[config.mk]
export PLATFORM = sky130hd
export DESIGN_NAME = program_loader
export DESIGN_NICKNAME = d
export VERILOG_FILES = /design/src/rtl/program_loader_pkg.sv /design/src/rtl/loader_checksum.sv /design/src/rtl/program_loader.sv
export SDC_FILE = /design/constraint.sdc
export NUM_CORES = 1
export LEC_CHECK = 0
export CAP_MARGIN = 0
export CORE_MARGIN = 1.5
export CORE_UTILIZATION = 46
export DETAILED_ROUTE_END_ITERATION = 16
export PLACE_DENSITY = 0.8
export RECOVER_POWER = 25
export SYNTH_ARGS = -nofsm -noshare
export SYNTH_HDL_FRONTEND = slang
export SYNTH_SLANG_ARGS = --single-unit
[constraint.sdc]
create_clock -name clock -period 1.68 [get_ports clock]
set_input_delay 0.168 -clock clock [delete_from_list [all_inputs] [get_ports clock]]
set_output_delay 0.168 -clock clock [all_outputs]
set_load 0.05 [all_outputs]
[src/rtl/program_loader_pkg.sv]
// rtl/program_loader_pkg.sv - shared state encoding and default widths for the program loader
package program_loader_pkg;

   typedef enum logic [2:0] {
      IDLE,
      LEN,
      DATA,
      CHK,
      DONE,
      ERR
   } state_e;

   localparam int LEN_ZERO_FULL = 256;
   localparam int DEF_ADDR_W    = 8;
   localparam int DEF_DATA_W    = 8;
   localparam int DEF_DEPTH     = 256;

endpackage

[src/rtl/loader_checksum.sv]
// rtl/loader_checksum.sv - 8-bit modular byte accumulator with clear, add and zero check
module loader_checksum (
   input  logic       clock,
   input  logic       reset,
   input  logic       clear,
   input  logic       add,
   input  logic [7:0] data,
   output logic       zero_with
);

   logic [7:0] sum_q;
   logic [7:0] sum_d;
   logic [7:0] total;

   always_comb begin
      sum_d = sum_q;
      if (clear) begin
         sum_d = 8'd0;
      end else if (add) begin
         sum_d = sum_q + data;
      end
   end

   // Checksum byte is judged against the sum it would produce, so no extra cycle is needed.
   assign total     = sum_q + data;
   assign zero_with = (total == 8'd0);

   always_ff @(posedge clock) begin
      if (reset) begin
         sum_q <= 8'd0;
      end else begin
         sum_q <= sum_d;
      end
   end

endmodule

[src/rtl/program_loader.sv]
// rtl/program_loader.sv - streams a length-prefixed program into instruction memory, holding the core meanwhile
// Optional trailing checksum byte enabled by PROGRAM_LOADER_CHECKSUM_EN.
module program_loader
   import program_loader_pkg::*;
#(
   parameter int ADDR_W = DEF_ADDR_W,
   parameter int DATA_W = DEF_DATA_W,
   parameter int DEPTH  = DEF_DEPTH
) (
   input  logic              clock,
   input  logic              reset,
   input  logic              start,
   input  logic              in_valid,
   input  logic [DATA_W-1:0] in_data,
   output logic              in_ready,
   output logic              imem_we,
   output logic [ADDR_W-1:0] imem_addr,
   output logic [DATA_W-1:0] imem_wdata,
   output logic              cpu_hold,
   output logic              busy,
   output logic              done,
   output logic              err
);

   localparam int CNT_W = ADDR_W + 1;

`ifdef PROGRAM_LOADER_CHECKSUM_EN
   localparam state_e AFTER_DATA = CHK;
`else
   localparam state_e AFTER_DATA = DONE;
`endif

   state_e            state_q, state_d;
   logic [CNT_W-1:0]  cnt_q, cnt_d, cnt_inc;
   logic [CNT_W-1:0]  len_q, len_d;
   logic              in_ready_q, in_ready_d;
   logic              imem_we_q, imem_we_d;
   logic [ADDR_W-1:0] imem_addr_q, imem_addr_d;
   logic [DATA_W-1:0] imem_wdata_q, imem_wdata_d;
   logic              cpu_hold_q, cpu_hold_d;
   logic              busy_q, busy_d;
   logic              done_q, done_d;
   logic              err_q, err_d;
   logic              accept;
   logic [DATA_W:0]   len_val;

   assign accept  = in_valid && in_ready_q;
   assign cnt_inc = cnt_q + 1'b1;
   // A zero length byte stands for a full 256-word program.
   assign len_val = (in_data == '0) ? (DATA_W+1)'(LEN_ZERO_FULL) : {1'b0, in_data};

`ifdef PROGRAM_LOADER_CHECKSUM_EN
   logic chk_ok;

   loader_checksum u_checksum (
      .clock     (clock),
      .reset     (reset),
      .clear     ((state_q != LEN) && (state_d == LEN)),
      .add       ((state_q == DATA) && accept),
      .data      (in_data[7:0]),
      .zero_with (chk_ok)
   );
`endif

   always_comb begin
      state_d      = state_q;
      cnt_d        = cnt_q;
      len_d        = len_q;
      imem_we_d    = 1'b0;
      imem_addr_d  = imem_addr_q;
      imem_wdata_d = imem_wdata_q;
      case (state_q)
         IDLE: begin
            if (start) state_d = LEN;
         end
         LEN: begin
            if (accept) begin
               if (int'(len_val) > DEPTH) begin
                  state_d = ERR;
               end else begin
                  len_d   = CNT_W'(len_val);
                  cnt_d   = '0;
                  state_d = DATA;
               end
            end
         end
         DATA: begin
            if (accept) begin
               imem_we_d    = 1'b1;
               imem_addr_d  = cnt_q[ADDR_W-1:0];
               imem_wdata_d = in_data;
               cnt_d        = cnt_inc;
               if (cnt_inc == len_q) state_d = AFTER_DATA;
            end
         end
`ifdef PROGRAM_LOADER_CHECKSUM_EN
         CHK: begin
            if (accept) state_d = chk_ok ? DONE : ERR;
         end
`endif
         DONE, ERR: begin
            if (start) begin
               state_d = LEN;
               cnt_d   = '0;
            end
         end
         default: state_d = IDLE;
      endcase

      // Status outputs are registered images of the state being entered.
      in_ready_d = (state_d == LEN) || (state_d == DATA) || (state_d == CHK);
      busy_d     = in_ready_d;
      done_d     = (state_d == DONE);
      err_d      = (state_d == ERR);
      cpu_hold_d = (state_d != DONE);
   end

   always_ff @(posedge clock) begin
      if (reset) begin
         state_q      <= IDLE;
         cnt_q        <= '0;
         len_q        <= '0;
         in_ready_q   <= 1'b0;
         imem_we_q    <= 1'b0;
         imem_addr_q  <= '0;
         imem_wdata_q <= '0;
         cpu_hold_q   <= 1'b1;
         busy_q       <= 1'b0;
         done_q       <= 1'b0;
         err_q        <= 1'b0;
      end else begin
         state_q      <= state_d;
         cnt_q        <= cnt_d;
         len_q        <= len_d;
         in_ready_q   <= in_ready_d;
         imem_we_q    <= imem_we_d;
         imem_addr_q  <= imem_addr_d;
         imem_wdata_q <= imem_wdata_d;
         cpu_hold_q   <= cpu_hold_d;
         busy_q       <= busy_d;
         done_q       <= done_d;
         err_q        <= err_d;
      end
   end

   assign in_ready   = in_ready_q;
   assign imem_we    = imem_we_q;
   assign imem_addr  = imem_addr_q;
   assign imem_wdata = imem_wdata_q;
   assign cpu_hold   = cpu_hold_q;
   assign busy       = busy_q;
   assign done       = done_q;
   assign err        = err_q;

endmodule

---- Word-level counts from Yosys, hierarchy flattened ----
Index checks and enable logic that the tools add are counted.
word-level totals
  word-level logic and storage cells ...... 54
  output and inout port bits .............. 22
  bits in registers ....................... 42
  input port bits ......................... 12
cells by class
  equality and inequality tests ........... 15
  add/sub/neg operators ................... 1
  multiplexer cells ....................... 13
  bitwise gates (word level) .............. 2
  $lt $le $gt $ge ......................... 1
  reductions and logical operators ........ 12
operators with widths
  cell                                           number
  2-to-1 mux 9 bit                               5
  case mux 9 bit (3 select lines)                1
  2-to-1 mux 3 bit                               5
  == test 3 bit, second input constant           4
  adder 9 x 1 -> 9 bit, second input constant    1
  == test 3 x 2 -> 1 bit, second input constant  3
  == test 9 bit                                  1
  > comparator 9 bit, second input constant      1
  case mux 3 bit (3 select lines)                1
  logical NOT 8 bit                              1
  inequality test 2 bit, second input constant   4
  == test 3 x 1 -> 1 bit, second input constant  2
  AND reduction 5 bit                            1
  OR reduction 2 bit                             2
  logical NOT 3 bit                              1
  inequality test 3 bit, second input constant   1
  AND reduction 3 bit                            1
  nonzero test 3 bit                             1
  OR reduction 3 bit                             1
  logical OR 1 bit                               2
  NOT 1 bit                                      2
  AND reduction 2 bit                            1
  logical AND 1 bit                              1
  2-to-1 mux 1 bit                               1

---- Logic depth before layout (Yosys ltp) ----
Gate-level depths: netlist of the first run.
  word-level depth ........................ 9
  gate-level depth with buffers ........... 7
  mapped depth without buffers ............ 6

---- Worst setup path before layout of the first run ----
No wires, ideal clock.
  kind .................................... reg-to-reg
  start point ............................. register, netlist name busy
  end point ............................... register busy_q, in the netlist busy
  path buffers ............................ 0
  clock period less this slack ............ 1.689 ns
  setup time .............................. 0.133 ns
  required time ........................... 1.547 ns
  cell stages (with the launch flop) ...... 6
  arrival ................................. 1.556 ns
  slack ................................... -0.009 ns
  path through ............................ dfxtp_1 nand2_1 nor3_1 o211ai_2 nor4_4 o32ai_1
RTL lines
  what                  line                   RTL
  end signal, assigned  program_loader.sv:140  busy_q <= busy_d;
  end, declared         program_loader.sv:41   logic busy_q, busy_d;

---- Final worst setup path of the first run ----
  start point ............................. register cnt_q[0]
  end point ............................... register busy_q, in the netlist busy
on the way
  cells in the longest elaborated chain, start to end .. 8
  elaborated cells between the ends (all ways) .. 10
  classes of those cells .................. 1 x add/sub; 4 x eq/ne; 3 x mux; 2 x reduce/logical
ends and longest elaborated chain
  what                                                              line                   RTL
  start, declared                                                   program_loader.sv:34   logic [CNT_W-1:0] cnt_q, cnt_d, cnt_inc;
  start signal, assigned                                            program_loader.sv:133  cnt_q <= cnt_d;
  adder 9 x 1 -> 9 bit (*)                                          program_loader.sv:48   assign cnt_inc = cnt_q + 1'b1;
  == test 9 bit (*)                                                 program_loader.sv:93   if (cnt_inc == len_q) state_d = AFTER_DATA;
  2-to-1 mux 3 bit (*)                                              program_loader.sv:93
  2-to-1 mux 3 bit (*)                                              program_loader.sv:88   if (accept) begin
  case mux 3 bit (3 select lines) (*)                               program_loader.sv:72   case (state_q)
  == test 3 x 1 -> 1 bit or == test 3 x 2 -> 1 bit (tied branches)  program_loader.sv:111  in_ready_d = (state_d == LEN) || (state_d == DATA) || (state_d == CHK);
  logical OR 1 bit                                                  program_loader.sv:111
  logical OR 1 bit (*)                                              program_loader.sv:111
Every way passes the cells marked *; elsewhere a longest branch is shown, timed or not.
A chain may end at the register's enable or synchronous reset.

==> impl_metrics.csv, run 1 <==
group,metric,value,unit
global_route,antenna_found_initial,0,
job,maxCapViolCount,0,
timing,rsz0062_at_grt,"true",
clocking,cts_setup_buffers,0,
timing,drv_slew,0,
routing,vias_per_cell,5.56,
worst_hold_path,hp-class,"reg -> reg",
clocking,cts_buffers,5,
clocking,clk_latency,300,ps
global_route,track_usage,22.3,%
floorplan,dieArea,0.00452,sq mm
synth,syn_area_per_cell,8.26,sq um
setup_path,startpoint_type,"flop",
routing,drtIter0Drc,71,
final_layout,antenna_cells,0,
synth,synth-warning-count,0,
timing,worstMarginPinSlew,589,ps
synth,netlist_area,0.00190,sq mm
timing,hold_viol,0,
synth,synth_flop_cell,"dfxtp_1",
final_layout,regArea,848,sq um
routing,routed_wl,4.84,mm
power,power_density,779,mW/mm^2
timing,finClkSkew,7.90,ps
clocking,cts_tree,"built",
final_layout,multiInputGateArea,0.00104,sq mm
floorplan,ios,34,
setup_path,path_cells,"ha_4, buf_6, nand3b_1, o2111ai_2, o211ai_1, nor4_4, o32ai_1",
placement,dp.final_hpwl,3.20,mm
final_layout,drive_gt1_share,17.2,%
setup_path,max_stage_delay,340,ps
outcome,outcome,"finished clean",
timing,max_freq,0.597,GHz
routing,drc,0,
synth,synth_seq_cells,42,
placement,portBuffers,33,
final_layout,layout_commonest_cell,"nand2_1",
global_route,grt_pass1_wl,7.63,mm
power,ir_worst_vdd,0.653,mV
global_route,grt_max_degree,26,
placement,pre_cts_ws,-20.1,ps
setup_path,critPathArrivalTime,1850,ps
synth,syn_inst,230,
floorplan,core_area,0.00397,sq mm
power,p_comb_share,7.0,%
timing,relSlewSlack,60.9,%
synth,synth_edf_count,0,
clocking,clock_sinks,42,
setup_path,crit_buf_inv,1,
synth,ys_seq_area_share,44.3,%
power,switching_share,23.4,%
global_route,globalRouteOverflowTotal,0,
clocking,cts-root-buf,"clkbuf_8",
setup_path,critPathKind,"reg -> reg",
final_layout,final_area,0.00254,sq mm
routing,drt_pass1_iterations,4,
final_layout,nets,285,
clocking,hold_buffers,0,
final_layout,fin_cells,323,
clocking,path_clk_slew,90,ps
final_layout,syn2layout_area_growth,33.5,%
placement,dpl_cell_area,0.00234,sq mm
clocking,htreeDepth,2,
setup_path,crit_family,"simple AND/OR/NAND/NOR gates",
floorplan,floorplan.rows,23,
power,leakage,0.886,nW
power,sequentialPowerShare,51.3,%
setup_path,worst_path_max_delay_cell,"dfxtp_2",
synth,syn_nets,243,
final_layout,final_cell_mix,"nand2_1, a21oi_1, dfxtp_1, clkdlybuf4s50_1, o21ai_1",
setup_path,cp_max_fo,4,
placement,gp_congestion,0.830,
timing,setup_viol,0,
setup_path,required,1850,ps
global_route,grt_pass1_vias,1697,
placement,dp_cells,315,
power,power.switching,0.000463,W
floorplan,start_util,47.8,%
final_layout,nFillCells,326,
routing,ant_nets,0,
power,intPower,0.00151,W
routing,vias,1796,
timing,period_minus_slack,1680,ps
floorplan,fp.dieH,67.3,microns
setup_path,end_kind,"flop",
clocking,cts_buffer_depth,2,
timing,min_period_over_period,99.7,%
floorplan,die_x,67.3,microns
power,clkPwrFrac,41.7,%
routing,wl_per_cell,15.0,microns
synth,synthArstFlopShare,0,%
timing,worst_slack,4.94,ps
synth,yosys.cell_types.count,41,
[power groups by stage]
stage,sequential (W),clock (W),combinational (W)
2_1_floorplan,0.00105,0,0.0000600
3_3_place_gp,0.00104,0,0.000133
3_5_place_dp,0.00104,0,0.000133
4_1_cts,0.00101,0.000835,0.000135
5_1_grt,0.00102,0.000889,0.000149
6_report,0.00101,0.000825,0.000138
[path summary, 6_finish.rpt]
check,start,slack (ps),cells after the start,endpoint
setup reg to reg,cnt_q[0],5,7,busy
hold / removal,imem_addr[1],460,2,imem_addr[1]
hold reg to reg,imem_addr[1],460,2,imem_addr[1]
setup / recovery,cnt_q[0],5,7,busy
[synth_stat cells (2+ instances only)]
library cell | count | area, sq um
nand2_1 | 43 | 161
dfxtp_1 | 42 | 841
a21oi_1 | 37 | 185
o21ai_1 | 17 | 85.1
nor2_1 | 14 | 52.6
clkbuf_1 | 7 | 26.3
nand3b_1 | 6 | 45.0
xnor2_1 | 6 | 52.6
xor2_1 | 5 | 43.8
and3_1 | 4 | 25.0
nand3_1 | 4 | 20.0
nor3_1 | 4 | 20.0
and2_1 | 3 | 18.8
buf_2 | 3 | 15.0
nor4_1 | 3 | 18.8
a21o_1 | 2 | 15.0
and3_4 | 2 | 22.5
buf_6 | 2 | 22.5
inv_1 | 2 | 7.51
o21bai_1 | 2 | 15.0
or3_1 | 2 | 12.5
[sequential cells by signal, indices dropped and copies added (netlist names)]
signal      cells
cnt_q           9
len_q           9
imem_addr       8
imem_wdata      8
state_q         3
busy            1
cpu_hold        1
done            1
err             1
imem_we         1
[worst register-to-register path: stages (launching register included)]
cell       delay (ps)
dfxtp_2           340
ha_4              180
buf_6             120
nand3b_1          190
o2111ai_2         120
o211ai_1          180
nor4_4            310
o32ai_1           110
[cell families (layout without fill, tap and decap cells)]
logic type	after synthesis	after routing	share of synthesized area, %
AOI/OAI and AO/OA	66	66	19.5
adders and majority gates	1	1	0.659
xor gates and xnor gates	12	12	5.93
DFF	42	42	44.3
buffers and inverters	16	59	4.35
and+or+nand+nor	93	93	25.3
[final cells by class]
cell class,count,share of cell area [%]
clock buffer,5,2.71
clock inverter,3,1.92
inverter,2,0.296
multi-input combinational,172,41.0
sequential,42,33.4
tap,50,2.47
timing repair buffer,49,18.1
[stage by stage]
| step | TNS (ps) | utilization, % | power, W | hold slack, ps |
|---|---|---|---|---|
| finish | 0 | 63.9 | 0.00198 | 457 |
| global route | -425 | 63.9 | 0.00205 | 472 |
| CTS | 0 | 61.9 | 0.00198 | 461 |
| detailed placement | -32.9 | 58.9 | 0.00117 | 448 |
| global placement | -3.93 | 58.9 | 0.00117 | 442 |
| floorplan | 0 | - | 0.00111 | 304 |
[what timing repair did]
| item | CTS | global route |
|---|---|---|
| endpoints found under the hold margin | 0 | 0 |
| gates resized for setup | 1 | 25 |
| setup endpoints to repair | 1 | 13 |
| pin swaps | 0 | 4 |
[routing by layer]
layer,GRT usage [%],wire length (microns),vias up
li1,-,-,882
met2,37.9,2360,52
met4,9.95,153,0
met1,27.0,2110,847
met5,0,0,-
met3,4.67,216,15
Note: power is estimated with default switching activity, not from simulation.
==> run 2, diff against run 1 <==
--- a/config.mk
+++ b/config.mk
@@ -5,6 +5,7 @@
 export SDC_FILE = /design/constraint.sdc
 export NUM_CORES = 1
 export LEC_CHECK = 0
+export ABC_AREA = 1
 export CAP_MARGIN = 0
 export CORE_MARGIN = 1.5
 export CORE_UTILIZATION = 46
==> run 2 against run 1 <==
  * Worst hold slack improved by 33 ps
  * Sequential share of layout area rose by 0.099 points
  * Critical path depth rose by 7
  * Total power rose by 0.38%
  * Via count rose by 0.72%
  * Non-clock buffer count rose by 1
  * Final area fell by 0.30%
  * Critical endpoint is now cpu_hold
  * Largest power group unchanged
  * Highest routed layer unchanged
==> impl_metrics.csv, run 2 <==
group,metric,value,unit
outcome,outcome,"finished clean",
setup_path,rr_endpoint,"cpu_hold",
final_layout,final_cell_mix,"nand2_1, nor2_1, dfxtp_1, clkdlybuf4s50_1",
routing,vias,1809,
global_route,grt_max_degree,22,
setup_path,rr_worst_depth,14,
timing,period_minus_slack,1670,ps
power,power_density,785,mW/mm^2
floorplan,die_x,66.9,microns
power,ir_worst_vdd,0.602,mV
clocking,clk_latency,300,ps
setup_path,crit_buf_inv,1,
placement,gp_congestion,0.834,
global_route,globalRouteOverflowTotal,0,
final_layout,syn2layout_area_growth,34.6,%
global_route,grt_pass1_vias,1784,
final_layout,layout_commonest_cell,"nand2_1",
clocking,clock_sinks,42,
timing,worst_slack,11.1,ps
synth,synthArstFlopShare,0,%
global_route,track_usage,23.7,%
floorplan,dieArea,0.00448,sq mm
worst_hold_path,min_path_cells,2,
setup_path,worstSetupStartpoint,"cnt_q[1]",
synth,netlist_area,0.00188,sq mm
worst_hold_path,hold_end,"len_q[7]",
final_layout,nFillCells,346,
floorplan,ios,34,
setup_path,crit_family,"simple AND/OR/NAND/NOR gates",
synth,yosysMostFrequentCell,"nand2_1",
floorplan,core_area,0.00397,sq mm
synth,yosys.cell_types.count,29,
setup_path,end_kind,"flop",
synth,synth_seq_cells,42,
setup_path,required,1870,ps
routing,drtIter0Drc,80,
timing,worstMarginPinSlew,590,ps
timing,fin_hold_ws,490,ps
clocking,path_clk_slew,80,ps
final_layout,multiInputGateArea,960,sq um
synth,ys_seq_area_share,44.7,%
routing,vias_per_cell,4.94,
global_route,antenna_found_initial,0,
routing,wl_per_cell,12.8,microns
floorplan,floorplan.rows,23,
global_route,grt_pass1_wl,7.94,mm
clocking,hold_buffers,0,
clocking,cts_buffers,5,
timing,min_period_over_period,99.3,%
final_layout,nets,328,
power,leakage,1.06,nW
setup_path,startpoint_type,"flop",
clocking,cts_tree,"built",
synth,syn_area_per_cell,7.01,sq um
routing,routed_wl,4.67,mm
synth,synth_largest_area_cell,"dfxtp_1",
placement,dp.final_hpwl,3.29,mm
placement,pre_cts_ws,-58.7,ps
synth,synth-warning-count,0,
setup_path,cp_max_fo,3,
setup_path,max_stage_delay,360,ps
final_layout,regArea,848,sq um
setup_path,critPathKind,"reg -> reg",
setup_path,r2r_slack,10,ps
worst_hold_path,hp-class,"reg -> reg",
synth,synth_commonest_cells,"nand2_1, nor2_1, dfxtp_1",
final_layout,drive_gt1_share,19.9,%
floorplan,start_util,47.3,%
timing,max_freq,0.599,GHz
setup_path,r2r_start,"cnt_q[1]",
routing,drc,0,
timing,hold_viol,0,
setup_path,cp_common_cell,"nand2_1",
worst_hold_path,hp-start,"len_q[7]",
synth,synth_edf_count,0,
timing,rsz0062_at_grt,"true",
setup_path,worst_path_max_delay_cell,"dfxtp_2",
placement,portBuffers,33,
setup_path,critPathArrivalTime,1860,ps
floorplan,fp.dieH,66.9,microns
synth,syn_nets,281,
final_layout,antenna_cells,0,
synth,syn_inst,268,
clocking,cts-root-buf,"clkbuf_8",
routing,drt_pass1_iterations,4,
synth,synth_flop_cell,"dfxtp_1",
timing,drv_slew,0,
synth,synth_top_cells_by_area,"dfxtp_1, nand2_1, nor2_1",
timing,final.setup.tns,0,ps
timing,setup_viol,0,
setup_path,path_cells,"ha_4, nand3_4, inv_2, nand2_1, nand2_1, nand2_1, nand2_1, nand2_1, nor2_2, nand3_2, nand2_2, nand2_2, nor2_2, nand2_1",
timing,finClkSkew,5.89,ps
synth,synth_top_area_share,44.7,%
clocking,cts_buffer_depth,2,
timing,relSlewSlack,60.9,%
routing,ant_nets,0,
clocking,htreeDepth,2,
job,maxCapViolCount,0,
final_layout,reg_top3,"cnt_q x9, len_q x9",
## run 2: cell types whose count changed after synthesis, sizes merged, moves of 4 or more
cell / before / now
nor2: 15 / 51
inv: 2 / 26
nand2: 43 / 62
a21oi: 37 / 21
nand3: 4 / 18
o21ai: 17 / 24
and3: 6 / 0
xnor2: 7 / 1
nand3b: 6 / 2
xor2: 5 / 1
## run 2: cells by family (layout without fill, tap and decap cells)
family | after synthesis | in the layout | synth area share [%]
xor+xnor | 2 | 2 | 0.932
flops | 42 | 42 | 44.7
buf+inv | 37 | 85 | 7.86
simple gates | 138 | 138 | 32.4
fa+ha+maj | 1 | 1 | 0.666
compound gates | 48 | 48 | 13.4
## run 2: cell type report
type,count,area share (%)
Multi-Input combinational cell,189,38.0
Inverter,27,4.01
Timing Repair Buffer,50,17.7
Tap cell,50,2.47
Clock inverter,2,1.48
Sequential cell,42,33.5
Clock buffer,6,2.87
## run 2: per-layer routing
layer  GRT usage, %  wire length [microns]  up-vias
met2           41.0                   2230       42
li1               -                      -      945
met5              0                      0        -
met3           5.07                    204        9
met4           11.0                    123        0
met1           27.8                   2120      813
## run 2: through the flow
| step | power (W) | util [%] | area, sq um | instances |
|---|---|---|---|---|
| 6_report | 0.00198 | 63.7 | 2530 | 366 |
| 5_1_grt | 0.00207 | 63.7 | 2530 | 366 |
| 4_1_cts | 0.00200 | 63.6 | 2530 | 366 |
| 3_5_place_dp | 0.00121 | 58.6 | 2330 | 355 |
| 3_3_place_gp | 0.00121 | 58.6 | 2330 | 355 |
| 2_1_floorplan | 0.00114 | - | 1880 | 268 |
## run 2: repair_timing
item / in CTS / in global routing
resized for setup: 19 / 6
endpoints found under the setup margin: 2 / 12
setup buffers: 3 / 0
pin swaps: 13 / 7
## run 2: power by group
| group | switching (W) | internal (W) |
|---|---|---|
| Clock | 0.000349 | 0.000443 |
| Combinational | 0.000101 | 0.0000697 |
| Sequential | 0.0000106 | 0.00101 |
| Total | 0.000461 | 0.00152 |
## run 2: worst max path at each step
stage / endpoint / slack, ps / depth (start not counted)
6_report: cpu_hold / 10 / 14
4_1_cts: cpu_hold / -1 / 12
2_1_floorplan: cpu_hold / 80 / 14
3_5_place_dp: cpu_hold / -60 / 12
3_3_place_gp: cpu_hold / -6 / 12
5_1_grt: cpu_hold / -160 / 11
## run 2: tightest hold or removal path: stages, from the launching register on
cell     delay [ps]
dfxtp_1         320
inv_1            70
a21oi_1          60
